**config.mk**
```make
export PLATFORM = sky130hd
export DESIGN_NAME = sw_debounce_flat
export DESIGN_NICKNAME = d
export VERILOG_FILES = /design/src/rtl/sw_debounce_pkg.sv /design/src/rtl/sw_debounce_if.sv /design/src/rtl/sw_debounce_debounce_bit.sv /design/src/rtl/sw_debounce.sv /design/src/flat_wrapper.sv
export SDC_FILE = /design/constraint.sdc
export NUM_CORES = 1
export LEC_CHECK = 0
export ABC_AREA = 1
export CELL_PAD_IN_SITES_DETAIL_PLACEMENT = 1
export CELL_PAD_IN_SITES_GLOBAL_PLACEMENT = 1
export CORE_ASPECT_RATIO = 0.5
export CORE_MARGIN = 1
export CORE_UTILIZATION = 30
export CTS_BUF_LIST = sky130_fd_sc_hd__clkbuf_4
export DETAILED_ROUTE_END_ITERATION = 6
export GPL_TIMING_DRIVEN = 0
export PLACE_DENSITY_LB_ADDON = 0.1
export SETUP_SLACK_MARGIN = 0.4
export SLEW_MARGIN = 40
export SYNTH_ARGS = -nofsm -noshare
export SYNTH_HDL_FRONTEND = slang
export SYNTH_SLANG_ARGS = --single-unit
```
**constraint.sdc**
```tcl
create_clock -name CLOCK_50 -period 9.9 [get_ports CLOCK_50]
set_clock_uncertainty 0.2 [all_clocks]
set_input_delay 1.98 -clock CLOCK_50 [delete_from_list [all_inputs] [get_ports CLOCK_50]]
set_output_delay 1.98 -clock CLOCK_50 [all_outputs]
set_load 0.005 [all_outputs]
```
**src/rtl/sw_debounce_pkg.sv**
```systemverilog
// Shared constants for the slide-switch debounce stage.
package sw_debounce_pkg;

    localparam int SW_COUNT              = 9;
    localparam int DEBOUNCE_CYCLES_50MHZ = 500000;
    localparam int DEBOUNCE_CYCLES_SIM   = 4;

endpackage

```
**src/rtl/sw_debounce_if.sv**
```systemverilog
// Switch bus between the raw pins, the debouncer and the display stage.
interface sw_debounce_if
    import sw_debounce_pkg::*;
#(
    parameter int WIDTH = SW_COUNT
) ();

    logic [WIDTH-1:0] SW_RAW;
    logic [WIDTH-1:0] SW_CLEAN;
    logic             SW_CHANGED;

    // Board / stimulus side: drives the pins, observes the clean bus.
    modport master (
        output SW_RAW,
        input  SW_CLEAN,
        input  SW_CHANGED
    );

    // Debouncer side.
    modport slave (
        input  SW_RAW,
        output SW_CLEAN,
        output SW_CHANGED
    );

endinterface

```
**src/rtl/sw_debounce_debounce_bit.sv**
```systemverilog
// One switch bit: 2-flop synchroniser, stability counter and clean flop.
// update_evt is combinational and high in the cycle whose edge loads clean.
module sw_debounce_debounce_bit #(
    parameter int STABLE_CYCLES = 4
) (
    input  logic clk,
    input  logic rst,
    input  logic raw,
    output logic clean,
    output logic update_evt
);

    localparam int                 CNT_W   = $clog2(STABLE_CYCLES);
    localparam logic [CNT_W-1:0]   CNT_MAX = CNT_W'(STABLE_CYCLES - 1);

    logic             sync1_q, sync1_d;
    logic             sync2_q, sync2_d;
    logic [CNT_W-1:0] cnt_q, cnt_d;
    logic             clean_q, clean_d;

    // Next state: any agreement with clean restarts the count; the update
    // fires on the cycle the counter has already reached its terminal value.
    always_comb begin
        sync1_d    = raw;
        sync2_d    = sync1_q;
        cnt_d      = '0;
        clean_d    = clean_q;
        update_evt = 1'b0;
        if (sync2_q != clean_q) begin
            if (cnt_q == CNT_MAX) begin
                clean_d    = sync2_q;
                update_evt = 1'b1;
            end else begin
                cnt_d = cnt_q + 1'b1;
            end
        end
    end

    // State registers; reset clears synchroniser, count and clean value.
    always_ff @(posedge clk or posedge rst) begin
        if (rst) begin
            sync1_q <= 1'b0;
            sync2_q <= 1'b0;
            cnt_q   <= '0;
            clean_q <= 1'b0;
        end else begin
            sync1_q <= sync1_d;
            sync2_q <= sync2_d;
            cnt_q   <= cnt_d;
            clean_q <= clean_d;
        end
    end

    assign clean = clean_q;

endmodule

```
**src/rtl/sw_debounce.sv**
```systemverilog
// Debounces the slide-switch bank and flags every clean-bus update with a
// single-cycle SW_CHANGED pulse that coincides with the new SW_CLEAN value.
module sw_debounce
    import sw_debounce_pkg::*;
#(
    parameter int WIDTH         = SW_COUNT,
    parameter int STABLE_CYCLES = DEBOUNCE_CYCLES_50MHZ
) (
    input  logic         CLOCK_50,
    input  logic         RESET,
    sw_debounce_if.slave sw
);

    logic [WIDTH-1:0] clean_bits;
    logic [WIDTH-1:0] evt_bits;
    logic             changed_q, changed_d;

    for (genvar i = 0; i < WIDTH; i++) begin : g_bit
        sw_debounce_debounce_bit #(
            .STABLE_CYCLES (STABLE_CYCLES)
        ) u_bit (
            .clk        (CLOCK_50),
            .rst        (RESET),
            .raw        (sw.SW_RAW[i]),
            .clean      (clean_bits[i]),
            .update_evt (evt_bits[i])
        );
    end

    // Any bit updating this edge produces one pulse, however many bits move.
    always_comb begin
        changed_d = |evt_bits;
    end

    // Strobe register, aligned with the clean flops of the bits.
    always_ff @(posedge CLOCK_50 or posedge RESET) begin
        if (RESET) begin
            changed_q <= 1'b0;
        end else begin
            changed_q <= changed_d;
        end
    end

    assign sw.SW_CLEAN   = clean_bits;
    assign sw.SW_CHANGED = changed_q;

endmodule
```
**src/flat_wrapper.sv**
```systemverilog
// flat-port wrapper written by rule: the top's interface ports become plain ports
module sw_debounce_flat import sw_debounce_pkg::*;
#(
    parameter int WIDTH         = SW_COUNT,
    parameter int STABLE_CYCLES = DEBOUNCE_CYCLES_50MHZ
)
  (CLOCK_50, RESET, sw_SW_RAW, sw_SW_CLEAN, sw_SW_CHANGED);
  sw_debounce_if #(.WIDTH(WIDTH)) sw_i ();
  input  logic CLOCK_50;
  input  logic RESET;
  input wire logic [$bits(sw_i.SW_RAW)-1:0] sw_SW_RAW;
  output wire logic [$bits(sw_i.SW_CLEAN)-1:0] sw_SW_CLEAN;
  output wire logic [$bits(sw_i.SW_CHANGED)-1:0] sw_SW_CHANGED;
  assign sw_i.SW_RAW = sw_SW_RAW;
  assign sw_SW_CLEAN = sw_i.SW_CLEAN;
  assign sw_SW_CHANGED = sw_i.SW_CHANGED;
  sw_debounce #(.WIDTH(WIDTH), .STABLE_CYCLES(STABLE_CYCLES)) u_core (.CLOCK_50(CLOCK_50), .RESET(RESET), .sw(sw_i));
endmodule
```
* Word-level counts from Yosys, hierarchy flattened
Index checks and enable logic that the tools add are counted.
** Storage, ports and cells
- Register bits after elaboration :: 199
- Bits in latches :: 0
- Memory bits (writable) :: 0
- Bits in read-only memories :: 0
- Bits of input ports :: 11
- Memories kept :: 0
** Cells by class
- Add/subtract/negate cells :: 9
- Multiply operators :: 0
- Div/mod/pow operators :: 0
- Magnitude comparators :: 0
- Equal/unequal tests :: 18
- Shifts and indexed selects :: 0
- Multiplexer cells :: 36
- Bitwise operators :: 0
- Reduce and logical (&&, ||, !) cells :: 10
** Operators by type and width (number)
- two-way mux 19 bit :: 18
- adder 19 x 1 -> 19 bit (second input constant) :: 9
- == test 19 bit (second input constant) :: 9
- two-way mux 1 bit :: 18
- AND reduction 2 bit :: 9
- != test 1 bit :: 9
- OR reduction 9 bit :: 1

* Longest topological paths before layout
Gate-level depths: netlist of run 1.
- Word-level depth :: 4
- Mapped depth :: 9
- Gate-level depth less buffers :: 9

* Modules after synthesis
A second synthesis of run 1 with hierarchy kept.
** Second synthesis, totals
- Cells, all modules :: 1359
- Area total of the unflattened synthesis :: 11162.0 um^2
** By module, submodules not included
- sw_debounce_debounce_bit :: instances 9, cells each 150, area an instance 1233.7 um^2
- sw_debounce :: instances 1, cells each 9, area an instance 58.8 um^2

* Least setup slack after synthesis of run 1
OpenSTA, ideal clock, no wires.
- Kind :: register -> output
- Start :: register u_core.g_bit[0].u_bit.clean_q
- End :: output sw_SW_CLEAN[0]
- Data arrival time :: 534 ps
- Required time :: 7720 ps
- Setup slack :: 7186 ps
- Cell stages (with the launch flop) :: 2
- Path buffers :: 1
- Path through :: dfrtp_1 buf_4
** RTL lines
- start: declaration :: line sw_debounce_debounce_bit.sv:19 : logic clean_q, clean_d;
- start signal: assignment :: line sw_debounce_debounce_bit.sv:50 : clean_q <= clean_d;
- end: declaration :: line flat_wrapper.sv:12 : output wire logic [$bits(sw_i.SW_CLEAN)-1:0] sw_SW_CLEAN;
No word-level cell between the ends.

* Final worst setup path of run 1
- Start :: register u_core.g_bit[8].u_bit.clean_q
- End :: output sw_SW_CLEAN[8]
** RTL lines (line)
- start: declaration :: sw_debounce_debounce_bit.sv:19
- start signal: assignment :: sw_debounce_debounce_bit.sv:50
No word-level cell between the ends.

==> results of run 1 <==
## power groups by stage
stage	clock, uW	sequential, uW	combinational [uW]
finish	419	835	62.1
global route	479	837	73.9
CTS	453	835	66.2
detailed placement	0	850	66.0
global placement	0	850	59.1
floorplan	0	848	40.1
## through the flow
step           power, uW  worst slack, ns  utilization, %  instances  hold WS (ns)
3_3_place_gp         909            -1.10            32.9       1690         0.133
3_5_place_dp         916             6.29            33.1       1693         0.137
4_1_cts             1350             5.89            33.9       1724         0.157
6_report            1320             5.99            33.9       1726         0.165
2_1_floorplan        888             2.29               -       1229         0.131
5_1_grt             1390             5.87            33.9       1726         0.171
## worst min-delay path by stage
stage,end,from,slack [ns],cells past startpoint
global placement,u_core.g_bit[5].u_bit.sync2_q$_DFF_PP0_,u_core.g_bit[5].u_bit.sync1_q$_DFF_PP0_,0.13,0
global route,u_core.g_bit[8].u_bit.sync2_q$_DFF_PP0_,u_core.g_bit[8].u_bit.sync1_q$_DFF_PP0_,0.17,0
finish,u_core.g_bit[8].u_bit.sync2_q$_DFF_PP0_,u_core.g_bit[8].u_bit.sync1_q$_DFF_PP0_,0.17,0
floorplan,u_core.g_bit[0].u_bit.sync2_q$_DFF_PP0_,u_core.g_bit[0].u_bit.sync1_q$_DFF_PP0_,0.13,0
detailed placement,u_core.g_bit[5].u_bit.sync2_q$_DFF_PP0_,u_core.g_bit[5].u_bit.sync1_q$_DFF_PP0_,0.14,0
CTS,u_core.g_bit[8].u_bit.sync2_q$_DFF_PP0_,u_core.g_bit[8].u_bit.sync1_q$_DFF_PP0_,0.16,0
## cells by family after synthesis
| group | Yosys count | share of synthesized area (%) |
|---|---|---|
| AO/OA/AOI/OAI | 54 | 2.90 |
| XOR/XNOR | 86 | 7.55 |
| adder cells (fa/ha/maj) | 9 | 1.11 |
| buffers and inverters | 172 | 6.76 |
| flip-flops | 199 | 49.0 |
| AND/OR/NAND/NOR | 709 | 32.7 |
## critical path, delay by kind of cell (launching register included)
family,cells,cell delay (ns)
buf+inv,2,0.62
flops,1,0.47
## sequential cells by signal, indices dropped and copies added (netlist names)
signal / cells
u_core.g_bit.u_bit.cnt_q: 171
u_core.g_bit.u_bit.clean: 9
u_core.g_bit.u_bit.sync1_q: 9
u_core.g_bit.u_bit.sync2_q: 9
u_core.sw.SW_CHANGED: 1
## cell usage after synthesis, types with 2 or more instances
cell type | count | area, um^2
buf_2 | 3 | 15.0
nand4_1 | 36 | 225
nand3_1 | 67 | 335
and3_1 | 4 | 25.0
clkinv_1 | 2 | 7.51
nor3_4 | 6 | 97.6
nor3_1 | 45 | 225
nor3b_1 | 16 | 120
nand2_2 | 14 | 87.6
xnor2_2 | 2 | 32.5
nor2_2 | 12 | 75.1
nor3_2 | 15 | 150
ha_1 | 9 | 113
inv_2 | 18 | 67.6
dfrtp_1 | 199 | 4980
o21ai_1 | 3 | 15.0
a31oi_1 | 9 | 56.3
nand2_1 | 198 | 743
inv_1 | 139 | 522
nor2_4 | 5 | 56.3
a21oi_1 | 28 | 140
nor2_1 | 277 | 1040
nand3_2 | 9 | 90.1
buf_4 | 10 | 75.1
xnor2_1 | 17 | 149
xor2_1 | 67 | 587
o21ai_0 | 10 | 50.1
## per-layer routing
layer  track usage [%]  up-vias  share of wire, %
met5                 0        -                 0
met2              24.1       31                47
li1                  -     3967                 -
met4              3.86        0               1.1
met1              19.1     3845                50
met3              3.01       17               1.9
## final cells by class
cell class	count	area, um^2
fill	3954	22000
sequential	199	4980
multi-input combinational	858	4500
inverter	159	604
tap	441	552
timing repair buffer	23	283
clock buffer	18	135
clock inverter	13	109
buffer	13	90.1
antenna	2	5.00
==> results_dict.tcl, run 1 <==
set metrics [dict create \
    syn_inst 1229 \
    max_slew_margin_pct 58.7 \
    cts.sinks 199 \
    pwr_density_cell_mw_per_mm2 117 \
    clockPowerShare_pct 31.9 \
    syn-cell-area_mm2 0.0102 \
    via_per_inst 4.55 \
    hold_viol_final 0 \
    worstRegToRegCells 8 \
    ys.flop_type "dfrtp_1" \
    crit_end "sw_SW_CLEAN[8]" \
    drt_wl_total_mm 23.2 \
    design_area_mm2 0.0113 \
    core_mm2 0.0332 \
    rsz0062_at_grt "false" \
    p_switching_uw 348 \
    die-area_mm2 0.0347 \
    io_buffers 20 \
    status "complete, no violations" \
    grt.overflow.total 0 \
    io_pins 21 \
    grt_max_degree 56 \
    path_max_fanout 3 \
    crit_path_top_delay_cell "clkdlybuf4s50_1" \
    antenna_found_initial 2 \
    comb_power_share_pct 4.7 \
    clk_latency_ns 0.63 \
    internal_power_uw 968 \
    syn_to_final_growth_pct 10.7 \
    yosys_warnings 0 \
    worstPathRequired_ns 7.72 \
    path_cells "buf_4 -> clkdlybuf4s50_1" \
    critPathKind "reg2out" \
    drtAntennaViolNets 0 \
    hold_buffers 0 \
    post_route_cells_drive_above_1_share_pct 10.4 \
    layout.nets 1291 \
    grtUsageTotal_pct 14.4 \
    fmax_ghz 0.256 \
    period_needed_ns 3.91 \
    die_h_um 132 \
    wl_per_cell_um 13.4 \
    syn_avg_cell_area_um2 8.27 \
    cts-root-buf "clkbuf_4" \
    max_stage_delay_ns 0.48 \
    fin_crit_sh_pct 39.5 \
    hold_path.class "reg2reg" \
    end_kind "primary output" \
    cts_resized 0 \
    p_leak_uw 0.00492 \
    layout_commonest_cell "nor2_1" \
    htree_levels 4 \
    ys_seq_area_share_pct 49.0 \
    start_util_pct 30.6 \
    clockBufferDepth 2 \
    maxCapViolCount 0 \
    r2r-end "u_core.g_bit[7].u_bit.cnt_q[13]$_DFF_PP0_" \
    layout_common_cells "277 x nor2_1, 199 x dfrtp_1, 198 x nand2_1, 138 x inv_1" \
    gp_congestion 0.754 \
    grt_pass1_vias 8281 \
    pwr-share-seq_pct 63.4 \
    numCtsBuffers 17 \
    syn_nets 1249 \
    r2r-start "u_core.g_bit[7].u_bit.cnt_q[0]$_DFF_PP0_" \
    post_cts_buffers 0 \
    dpl.hpwl_mm 17.2 \
    drt_iter0_markers 365 \
    setup_tns_ns 0 \
    clk_pin_slew_worst_paths_ns 0.17 \
    grt_pass1_wl_mm 40.8 \
    rows 47 \
    synth.distinct_cells 36 \
    synthArstFlopShare_pct 100 \
    vias 7860 \
    cts_tree "yes" \
    synth_edf_count 0 \
    slew_violations 0 \
    post_dp_cell_area_mm2 0.0110 \
    crit_arrival_ns 1.73 \
    worst_pin_slew_ns 0.617 \
    post-route-drc-count 0 \
    drt_first_pass_iters 4 \
    r2r_slack_ns 7.96 \
    setup_viol 0 \
    ys_seq_elements 199 \
    peakVddDrop_v 0.0000564 \
    die_w_um 262 \
    setup.worst_path.start "u_core.g_bit[8].u_bit.clean$_DFFE_PP0P_" \
    p_sw_share_pct 26.4 \
    startpoint_type "register" \
]
No activity file was read; power rests on OpenSTA's default activity.
==> inputs of run 2 (changes only) <==
Clock period 9.9 ns to 3.6 ns, I/O delays scaled along.
==> run 2 against run 1 <==
  * Cell count up 0.41%
  * Clock-buffer cell count increased by 1
  * Core utilization increased by 0.34 points
  * Critical path depth is the same
  * Worst setup slack got worse by 5.0 ns
  * Non-clock buffer count rose by 7
  * Combinational power grew to 3.1 times the previous value
  * Critical endpoint is now sw_SW_CLEAN[1]
==> results_dict.tcl, run 2 (synthesis gave the netlist of run 1 again) <==
set metrics [dict create \
    met3_length_um 485 \
    clockPowerShare_pct 29.7 \
    path_cells "buf_4 -> clkdlybuf4s50_1" \
    post_dp_cell_area_mm2 0.0112 \
    worstRegToRegCells 8 \
    critPathTopFamily "buffers and inverters" \
    r2r-end "u_core.g_bit[3].u_bit.cnt_q[15]$_DFF_PP0_" \
    clk_latency_ns 0.62 \
    cts_tree "yes" \
    cts_resized 0 \
    largest_register_ffs 171 \
    crit_path_top_delay_cell "clkdlybuf4s50_1" \
    hold_viol_final 0 \
    status "complete, no violations" \
    pwr-share-seq_pct 64.9 \
    core_mm2 0.0332 \
    grt_pass1_wl_mm 40.9 \
    peakVddDrop_v 0.000137 \
    crit_end "sw_SW_CLEAN[1]" \
    io_pins 21 \
    pwr_density_cell_mw_per_mm2 311 \
    antenna_found_initial 1 \
    grt.overflow.total 0 \
    clockBufferDepth 2 \
    drt_first_pass_iters 4 \
    p_leak_uw 0.00500 \
    via_per_inst 4.56 \
    syn_to_final_growth_pct 11.8 \
    p_sw_share_pct 26.2 \
    worst_pin_slew_ns 0.584 \
    rsz0062_at_grt "false" \
    cts.sinks 199 \
    worstHoldPathCells 0 \
    start_util_pct 30.6 \
    comb_power_share_pct 5.4 \
    gp_congestion 0.760 \
    power_uw 3540 \
    cts-root-buf "clkbuf_4" \
    die-area_mm2 0.0347 \
    top_register "u_core.g_bit.u_bit.cnt_q" \
    grt_pass1_vias 8334 \
    grtUsageTotal_pct 14.3 \
    dr_wl_met2_mm 10.6 \
    grt_max_degree 25 \
    hold_buffers 0 \
    internal_power_uw 2610 \
    setup.worst_path.start "u_core.g_bit[1].u_bit.clean$_DFFE_PP0P_" \
    dpl.hpwl_mm 17.6 \
    r2r_slack_ns 1.65 \
    fmax_ghz 0.382 \
    io_buffers 20 \
    worstPathRequired_ns 2.68 \
    die_w_um 262 \
    max_stage_delay_ns 0.50 \
    max_slew_margin_pct 60.9 \
    clk_pin_slew_worst_paths_ns 0.16 \
    p_switching_uw 926 \
    design_area_mm2 0.0114 \
    slew_violations 0 \
    period_needed_ns 2.61 \
    setup_viol 0 \
    path_buf_inv 2 \
    crit_cells 2 \
    routed.top_layer "met4" \
    vias 7904 \
    startpoint_type "register" \
    htree_levels 4 \
    hold_path.class "reg2reg" \
    maxCapViolCount 0 \
    numCtsBuffers 17 \
    path_max_fanout 3 \
    drtAntennaViolNets 0 \
    rows 47 \
    wl_per_cell_um 13.3 \
    drt_wl_total_mm 23.1 \
    post_route_cells_drive_above_1_share_pct 10.7 \
    post_cts_buffers 0 \
    die_h_um 132 \
    layout_common_cells "277 x nor2_1, 199 x dfrtp_1, 198 x nand2_1, 138 x inv_1" \
    post-route-drc-count 0 \
    layout.nets 1298 \
    end_kind "primary output" \
    drt_iter0_markers 376 \
    wl_met1_mm 11.7 \
    crit_arrival_ns 1.69 \
    critPathKind "reg2out" \
    r2r-start "u_core.g_bit[3].u_bit.cnt_q[0]$_DFF_PP0_" \
    fin_crit_sh_pct 72.6 \
    layout_commonest_cell "nor2_1" \
]
## run 2: changes by cell type in the layout (fill, tap and decap cells not counted), sizes merged
cell and change:
inv -2, clkinvlp -5, buf +7, clkbuf +1
clkinv +8, bufinv -1, diode -1
## run 2: per-stage QoR
step           util [%]  std cells  worst slack, ns  hold slack [ns]  setup TNS (ns)
2_1_floorplan         -       1229            0.106            0.131               0
3_3_place_gp       32.9       1690            -1.81            0.132         -352.75
3_5_place_dp       33.6       1700            0.854            0.137               0
4_1_cts            34.2       1732            0.883            0.159               0
5_1_grt            34.2       1733            0.829            0.180               0
6_report           34.2       1733            0.986            0.154               0
## run 2: layout make-up
class | count | area [um^2]
fill | 3976 | 21900
sequential | 199 | 4980
multi-input combinational | 858 | 4500
antenna | 1 | 2.50
clock inverter | 13 | 65.1
clock buffer | 19 | 143
inverter | 159 | 601
tap | 441 | 552
buffer | 13 | 90.1
timing repair buffer | 30 | 438
## run 2: worst register-to-register path, delay by kind of cell, from the launching register on
kind          cells  cell delay [ns]
simple gates      6             0.96
flops             1             0.40
fa+ha+maj         1             0.22
buf+inv           1             0.09
## run 2: layer usage
metal | vias to the layer above | track usage, %
met5 | - | 0
met4 | 0 | 4.18
met1 | 3866 | 19.5
met3 | 18 | 2.84
li1 | 3976 | -
met2 | 44 | 23.1
## run 2: how the worst min path moves through the flow
stage	from	to	slack (ns)
6_report	u_core.g_bit[8].u_bit.sync1_q$_DFF_PP0_	u_core.g_bit[8].u_bit.sync2_q$_DFF_PP0_	0.15
5_1_grt	RESET	u_core.g_bit[8].u_bit.cnt_q[6]$_DFF_PP0_	0.18
4_1_cts	RESET	u_core.g_bit[8].u_bit.cnt_q[10]$_DFF_PP0_	0.16
3_5_place_dp	u_core.g_bit[3].u_bit.sync1_q$_DFF_PP0_	u_core.g_bit[3].u_bit.sync2_q$_DFF_PP0_	0.14
3_3_place_gp	u_core.g_bit[6].u_bit.sync1_q$_DFF_PP0_	u_core.g_bit[6].u_bit.sync2_q$_DFF_PP0_	0.13
2_1_floorplan	u_core.g_bit[0].u_bit.sync1_q$_DFF_PP0_	u_core.g_bit[0].u_bit.sync2_q$_DFF_PP0_	0.13
## run 2: power groups by stage
stage / Clock (uW) / Sequential, uW / Combinational [uW]
4_1_cts: 1140 / 2300 / 201
5_1_grt: 1220 / 2300 / 223
6_report: 1050 / 2290 / 190
3_5_place_dp: 0 / 2340 / 200
3_3_place_gp: 0 / 2340 / 160
2_1_floorplan: 0 / 2330 / 111
==> inputs of run 3 (changes only) <==
Clock period 3.6 ns to 2.1 ns, I/O delays scaled along.
==> run 3 against run 2 <==
  * Combinational power grew to 2.6 times the previous value
  * Via count is 7.0% higher
  * Cell count is 6.8% higher
  * Core utilization is 6.3 points higher
  * Sequential power is 73% higher
  * Non-clock buffer count is 117 higher
  * Final area is 18% higher
  * Critical endpoint is now sw_SW_CLEAN[8]
==> results_dict.tcl, run 3 (synthesis gave the netlist of run 1 again) <==
set metrics [dict create \
    status "complete, no violations" \
    die-area_mm2 0.0347 \
    p_sw_share_pct 26.9 \
    cts_tree "yes" \
    grtUsageTotal_pct 15.1 \
    pre_cts_ws_ns -0.346 \
    post-route-drc-count 0 \
    post_dp_cell_area_mm2 0.0112 \
    top_register "u_core.g_bit.u_bit.cnt_q" \
    layout_commonest_cell "nor2_1" \
    core_mm2 0.0332 \
    grt_max_degree 25 \
    hold_viol_final 0 \
    post_route_cells_drive_above_1_share_pct 28.4 \
    drtAntennaViolNets 0 \
    numCtsBuffers 17 \
    antenna_found_initial 1 \
    die_h_um 132 \
    grt_pass1_vias 8840 \
    cts-root-buf "clkbuf_4" \
    grt.overflow.total 0 \
    p_switching_uw 1690 \
    drt_first_pass_iters 4 \
    grt_pass1_wl_mm 42.9 \
    wl_per_cell_um 13.7 \
    clockBufferDepth 2 \
    fillers 3885 \
    via_per_inst 4.57 \
    slew_violations 0 \
    io_buffers 20 \
    fmax_ghz 0.523 \
    largest_register_ffs 171 \
    layout_common_cells "236 x nor2_1, 188 x dfrtp_1, 171 x nand2_1, 132 x inv_1, 81 x buf_4" \
    clk_pin_slew_worst_paths_ns 0.16 \
    worstPathRequired_ns 1.48 \
    layout.nets 1415 \
    drt_iter0_markers 378 \
    p_leak_uw 0.00598 \
    worst_pin_slew_ns 0.468 \
    die_w_um 262 \
    syn_to_final_growth_pct 32.3 \
    period_needed_ns 1.91 \
    io_pins 21 \
    htree_levels 4 \
    vias 8460 \
    max_slew_margin_pct 68.7 \
    pwr_density_cell_mw_per_mm2 466 \
    clockPowerShare_pct 29.1 \
    end_kind "primary output" \
    dpl.hpwl_mm 17.6 \
    design_area_mm2 0.0135 \
    startpoint_type "register" \
    rsz0062_at_grt "true" \
    crit_arrival_ns 1.29 \
    drt_wl_total_mm 25.4 \
    cts.sinks 199 \
    start_util_pct 30.6 \
    gp_congestion 0.760 \
    fin_crit_sh_pct 91.0 \
    setup_viol 0 \
    pwr-share-seq_pct 63.2 \
    peakVddDrop_v 0.000270 \
    holdWs_ns 0.0683 \
    path_max_fanout 2 \
    clk_latency_ns 0.63 \
    fin_ws_ns 0.190 \
    hold_path.class "in2async" \
    critPathKind "reg2out" \
    maxCapViolCount 0 \
    rows 47 \
    internal_power_uw 4580 \
    comb_power_share_pct 7.8 \
]
## run 3: repair_timing
item | 4_1_cts | 5_1_grt
hold buffers | 14 | 1
gates resized for setup | 143 | 174
endpoints found under the setup margin | 141 | 135
pin swaps | 37 | 77
endpoints found under the hold margin | 33 | 15
buffers inserted | 56 | 47
## run 3: stage by stage
step | util, % | total power (uW) | cells | setup TNS, ns
6_report | 40.5 | 6270 | 1850 | 0
5_1_grt | 40.5 | 6620 | 1850 | 0
4_1_cts | 37.3 | 6340 | 1802 | 0
3_5_place_dp | 33.6 | 4350 | 1700 | -10.88
3_3_place_gp | 32.9 | 4280 | 1690 | -591.55
2_1_floorplan | - | 4190 | 1229 | -217.78
## run 3: per-layer routing
metal	part of all wire, %	global-route usage (%)	vias to the layer above	wire, um
met3	1.5	2.80	18	381
met2	50	25.3	28	12600
met4	1.1	4.15	0	267
met5	0	0	-	0
met1	48	20.0	4199	12100
li1	-	-	4215	-
## run 3: power groups by stage
| stage | Combinational (uW) | Clock [uW] | Sequential [uW] |
|---|---|---|---|
| CTS | 436 | 1960 | 3950 |
| global route | 553 | 2090 | 3970 |
| detailed placement | 342 | 0 | 4010 |
| finish | 486 | 1820 | 3960 |
| global placement | 274 | 0 | 4010 |
| floorplan | 190 | 0 | 4000 |
## run 3: final timing paths
kind / from / endpoint / slack (ns) / cells after the start
max in group asynchronous: RESET / u_core.g_bit[2].u_bit.cnt_q[13]$_DFF_PP0_ / 0.70 / 8
hold / removal: RESET / u_core.g_bit[8].u_bit.cnt_q[5]$_DFF_PP0_ / 0.07 / 4
hold reg to reg: u_core.g_bit[8].u_bit.sync1_q$_DFF_PP0_ / u_core.g_bit[8].u_bit.sync2_q$_DFF_PP0_ / 0.16 / 0
setup / recovery: u_core.g_bit[8].u_bit.clean$_DFFE_PP0P_ / sw_SW_CLEAN[8] / 0.19 / 2
setup reg to reg: u_core.g_bit[1].u_bit.cnt_q[1]$_DFF_PP0_ / u_core.g_bit[1].u_bit.cnt_q[8]$_DFF_PP0_ / 0.29 / 9
min in group CLOCK_50: sw_SW_RAW[1] / u_core.g_bit[1].u_bit.sync1_q$_DFF_PP0_ / 0.08 / 1
## run 3: final cells by class
type / count / area (um^2) / share of cell area [%]
Antenna cell: 1 / 2.50 / 0.0186
Buffer: 13 / 136 / 1.01
Clock buffer: 19 / 143 / 1.06
Clock inverter: 13 / 65.1 / 0.484
Inverter: 159 / 626 / 4.65
Multi-Input combinational cell: 858 / 5480 / 40.7
Sequential cell: 199 / 4990 / 37.1
Tap cell: 441 / 552 / 4.10
Timing Repair Buffer: 147 / 1460 / 10.9
## run 3: worst max-delay path, cell delays in order, from the launching register on
cell,delay [ns]
dfrtp_1,0.44
buf_6,0.12
buf_6,0.10
